File: src/rtl/nibble_serial_adder.sv
// Multi-cycle WIDTH-bit adder that reuses a single 4-bit carry-lookahead slice,
// one nibble per cycle (LSB first), with valid/ready on both sides.
module nibble_serial_adder #(
  parameter int unsigned WIDTH = 16
) (
  input  logic             i_clk,
  input  logic             i_rst,
  input  logic             i_valid,
  output logic             o_ready,
  input  logic [WIDTH-1:0] i_add1,
  input  logic [WIDTH-1:0] i_add2,
  input  logic             i_cin,
  output logic             o_valid,
  input  logic             i_ready,
  output logic [WIDTH-1:0] o_result,
  output logic             o_cout,
  output logic             o_busy
);

  localparam int unsigned NIB   = WIDTH / 4;
  localparam int unsigned IDX_W = (NIB > 1) ? $clog2(NIB) : 1;

  typedef enum logic [1:0] {S_IDLE, S_RUN, S_DONE} state_t;

  state_t                r_state;
  state_t                w_state_nxt;
  logic [IDX_W-1:0]      r_idx;
  logic [NIB-1:0][3:0]   r_a;
  logic [NIB-1:0][3:0]   r_b;
  logic [NIB-1:0][3:0]   r_result;
  logic [NIB-1:0][3:0]   w_result_nxt;
  logic                  r_carry;
  logic                  r_cout;
  logic                  r_ready;
  logic                  r_valid;
  logic                  r_busy;

  logic [3:0]            w_a_nib;
  logic [3:0]            w_b_nib;
  logic [3:0]            w_g;
  logic [3:0]            w_p;
  logic [3:0]            w_c;
  logic                  w_c4;
  logic [3:0]            w_sum;
  logic                  w_last;

  // Select the active nibble and merge the slice sum back into the result
  always_comb begin
    w_a_nib      = '0;
    w_b_nib      = '0;
    w_result_nxt = r_result;
    for (int unsigned i = 0; i < NIB; i++) begin
      if (r_idx == IDX_W'(i)) begin
        w_a_nib         = r_a[i];
        w_b_nib         = r_b[i];
        w_result_nxt[i] = w_sum;
      end
    end
  end

  // 4-bit carry-lookahead slice
  always_comb begin
    w_g    = w_a_nib & w_b_nib;
    w_p    = w_a_nib ^ w_b_nib;
    w_c[0] = r_carry;
    w_c[1] = w_g[0] | (w_p[0] & r_carry);
    w_c[2] = w_g[1] | (w_p[1] & w_g[0]) | (w_p[1] & w_p[0] & r_carry);
    w_c[3] = w_g[2] | (w_p[2] & w_g[1]) | (w_p[2] & w_p[1] & w_g[0])
           | (w_p[2] & w_p[1] & w_p[0] & r_carry);
    w_c4   = w_g[3] | (w_p[3] & w_g[2]) | (w_p[3] & w_p[2] & w_g[1])
           | (w_p[3] & w_p[2] & w_p[1] & w_g[0])
           | (w_p[3] & w_p[2] & w_p[1] & w_p[0] & r_carry);
    w_sum  = w_p ^ w_c;
  end

  // Next-state logic
  always_comb begin
    w_state_nxt = r_state;
    w_last      = (r_idx == IDX_W'(NIB - 1));
    case (r_state)
      S_IDLE:  if (i_valid) w_state_nxt = S_RUN;
      S_RUN:   if (w_last)  w_state_nxt = S_DONE;
      S_DONE:  if (i_ready) w_state_nxt = S_IDLE;
      default: w_state_nxt = S_IDLE;
    endcase
  end

  // State, datapath and registered handshake outputs
  always_ff @(posedge i_clk) begin
    if (i_rst) begin
      r_state  <= S_IDLE;
      r_idx    <= '0;
      r_a      <= '0;
      r_b      <= '0;
      r_result <= '0;
      r_carry  <= 1'b0;
      r_cout   <= 1'b0;
      r_ready  <= 1'b1;
      r_valid  <= 1'b0;
      r_busy   <= 1'b0;
    end else begin
      r_state <= w_state_nxt;
      r_ready <= (w_state_nxt == S_IDLE);
      r_valid <= (w_state_nxt == S_DONE);
      r_busy  <= (w_state_nxt != S_IDLE);
      case (r_state)
        S_IDLE: begin
          if (i_valid) begin
            r_a      <= i_add1;
            r_b      <= i_add2;
            r_carry  <= i_cin;
            r_idx    <= '0;
            r_result <= '0;
            r_cout   <= 1'b0;
          end
        end
        S_RUN: begin
          r_result <= w_result_nxt;
          r_carry  <= w_c4;
          if (w_last) begin
            r_cout <= w_c4;
          end else begin
            r_idx <= r_idx + IDX_W'(1);
          end
        end
        default: ;
      endcase
    end
  end

  assign o_ready  = r_ready;
  assign o_valid  = r_valid;
  assign o_busy   = r_busy;
  assign o_result = r_result;
  assign o_cout   = r_cout;

endmodule
File: config.mk
export PLATFORM = sky130hd
export DESIGN_NAME = nibble_serial_adder
export DESIGN_NICKNAME = d
export VERILOG_FILES = /design/src/rtl/nibble_serial_adder.sv
export SDC_FILE = /design/constraint.sdc
export NUM_CORES = 1
export LEC_CHECK = 0
export CORE_ASPECT_RATIO = 1.4
export CORE_MARGIN = 4
export CORE_UTILIZATION = 32
export DETAILED_ROUTE_END_ITERATION = 8
export SLEW_MARGIN = 20
export SYNTH_ARGS = -nofsm -noshare
export SYNTH_HDL_FRONTEND = slang
export SYNTH_SLANG_ARGS = --single-unit
File: constraint.sdc
create_clock -name i_clk -period 5.7 [get_ports i_clk]
set_clock_uncertainty 0.1 [all_clocks]
set_input_delay 0.855 -clock i_clk [delete_from_list [all_inputs] [get_ports i_clk]]
set_output_delay 0.855 -clock i_clk [all_outputs]
set_load 0.02 [all_outputs]
==> results by group <==
Critical path
  • Crit path max fanout: 18
  • Arr. time, crit path: about 3100 ps
  • Worst path cell trace: inv_1, ha_1, nor2b_1, a221oi_1, nor3_1, a21o_1, ha_1, a21o_1, a21oi_1, xnor2_1, a32o_1
  • CP Capture Type: flop
  • Startpoint types: flop
  • Critical path required time: ~5800 ps
  • Slowest CP cell: ha_1
  • Slowest Stage Delay on Critical Path: 570 ps
  • Crit path kind: reg -> reg

Routing
  • Drt drc: 0
  • Routed Antenna Nets: 0
  • Via/cell ratio: 4.80
  • 1st-iter DRT viols: between 100 and 150
  • DR vias: 2216
  • 1st-pass router iterations: 4
  • Drt wl/cell: ~13 µm
  • Final WL: 6200 µm

STA
  • Crit share post-route: 52.7%
  • Worst slew pin tran: 771 ps
  • Hold Slack: 356 ps
  • Fin Setup TNS: 0 ps
  • Setup violators final: 0
  • Max-slew violations: 0
  • Worst slew margin: 48.6%
  • Unrepaired setup endpoints after global routing: no
  • Min Tclk post-route: roughly 3000 ps
  • Final hold viol count: 0
  • Highest clock rate: 333 MHz

Worst hold path
  • Type of the worst min-delay path: reg -> reg

Yosys
  • Async S/R FF share, synth: 0%
  • Syn Nets: approximately 360
  • Number of synthesized flops with an enable pin: 0
  • Sequential area share after synthesis: 44.8%
  • Synth Area per Inst: 8.21 µm²
  • YS warnings: 0
  • Mapped Area: about 0.0025 mm²
  • Most common flop cell mapped by yosys: dfxtp_1
  • Yosys cell types: 35
  • Cells after Synth: 310
  • Synth Register Bits: 57

Global routing
  • Largest net degree at the start of global routing: 52
  • Overflow after GRT: 0
  • Vias in the first global route: 2129
  • Total GRT Usage: a little over an eighth
  • Initial antenna violation count: 0
  • First-pass GRT wire length: 10200 µm

Power
  • Total Power: 1.03 mW
  • Total power per unit cell area: 305 mW/mm²
  • Leak: between 1 and 1.5 nW
  • VDD IR max: 257 µV

Finish
  • Area Growth Syn to Fin: 32.9%
  • Fraction of layout cells with a size suffix above 1: 7.18%
  • Commonest cells after routing, fill and taps aside: nand2_1 (82), dfxtp_1 (57), clkdlybuf4s50_1 (56)
  • Diode count: 0
  • Final #Nets: 404
  • Commonest non-fill, non-tap cell in the layout: nand2_1
  • # fillers: 768

Placed design
  • Gp weighted congestion: 0.745
  • Post-DP HPWL: 4320 µm
  • PortBufs: 56

Floorplanning
  • DIE AREA: 0.00946 mm²
  • Rows: 38
  • Die Wd: 83.4 µm
  • I/O pin count: 57
  • Core Box Area: 0.00775 mm²
  • Die Ht: 114 µm
  • Starting Density: between 30% and 40%

CTS
  • Worst skew pair latency: between 300 and 400 ps
  • H-tree levels: 3
  • Setup bufs post-CTS: 0
  • Clock buffer depth: 2
  • Sink Count: 57
  • Reg clk slew, reported paths: 70 ps
  • Total CTS buffers: 9
  • Root Buffer: clkbuf_8
  • Hold-fix buffers, CTS: 0
  • CTS tree: yes
  • Post-CTS Resized: 0

Outcome
  • Status: complete, no violations

Job
  • Max_cap viols: 0
final timing paths:
kind / startpoint / end / slack [ps] / cells past startpoint
hold / removal: r_a[14] / r_a[14] / 360 / 2
setup reg to reg: r_idx[1] / o_result[2] / 2690 / 11
hold reg to reg: r_a[14] / r_a[14] / 360 / 2
setup / recovery: r_idx[1] / o_result[2] / 2690 / 11
power breakdown:
group	leakage, nW	internal, mW	switching (mW)
clock network	0.126	0.300	0.159
logic	0.696	0.0660	0.0760
registers	0.466	0.419	0.0125
total	1.29	0.785	0.248
stage by stage:
| stage | setup slack [ps] | instance area (µm²) | util (%) | cells |
|---|---|---|---|---|
| 2_1_floorplan | 3110 | 2540 | - | 310 |
| 3_5_place_dp | 2710 | 3140 | 40.5 | 446 |
| 3_3_place_gp | 2700 | 3140 | 40.5 | 446 |
| 5_1_grt | 2420 | 3380 | 43.7 | 462 |
| 6_report | 2690 | 3380 | 43.7 | 462 |
| 4_1_cts | 2720 | 3380 | 43.7 | 462 |
cells by family (layout without fill, tap and decap cells):
family | after synthesis | in the layout | share of synthesized area, %
AOI/OAI and AO/OA | 83 | 83 | 20.0
xor gates and xnor gates | 3 | 3 | 1.03
adders and majority gates | 10 | 10 | 5.21
buffers and inverters | 25 | 77 | 4.62
DFF | 57 | 57 | 44.8
muxes | 9 | 9 | 3.59
and+or+nand+nor | 123 | 123 | 20.7
worst max-delay path: cells and delay by family (launching register included):
| kind | cells | cell delay [ps] |
|---|---|---|
| and+or+nand+nor | 2 | 210 |
| buffers and inverters | 1 | 90 |
| xor gates and xnor gates | 1 | 150 |
| DFF | 1 | 350 |
| AOI/OAI and AO/OA | 5 | 1150 |
| adders and majority gates | 2 | 850 |
synth_stat cells, types with 3 or more instances:
| cell | number | area [µm²] |
|---|---|---|
| nand2_1 | 82 | 308 |
| dfxtp_1 | 57 | 1140 |
| a21oi_1 | 52 | 260 |
| nor2_1 | 20 | 75.1 |
| buf_2 | 10 | 50.1 |
| ha_1 | 9 | 113 |
| a32o_1 | 8 | 80.1 |
| mux2i_1 | 8 | 80.1 |
| clkbuf_1 | 6 | 22.5 |
| nand3b_1 | 6 | 45.0 |
| o21ai_0 | 6 | 30.0 |
| nor2b_1 | 5 | 31.3 |
| a21oi_2 | 4 | 35.0 |
| inv_1 | 4 | 15.0 |
| a21o_1 | 3 | 22.5 |
| buf_4 | 3 | 22.5 |
sequential cells by signal (all words and copies together) (netlist names):
name and cells:
o_busy 1, o_cout 1, o_ready 1, o_result 16, o_valid 1, r_a 16, r_b 16, r_carry 1
r_idx 2, r_state 2
routing by layer:
metal	GRT usage [%]	vias to the layer above	share of wire, %
met5	0	-	0
met4	6.11	0	1.6
met3	4.34	10	4.6
met2	22.0	57	50
met1	16.4	1003	44
li1	-	1146	-
layout make-up:
type / instances / area (µm²) / area share [%]
multi-input combinational: 228 / 1290 / 38.2
sequential: 57 / 1140 / 33.7
timing repair buffer: 57 / 568 / 16.8
clock buffer: 10 / 138 / 4.07
tap: 100 / 125 / 3.70
clock inverter: 6 / 105 / 3.11
inverter: 4 / 15.0 / 0.444
(Power assumes the default switching activity.)
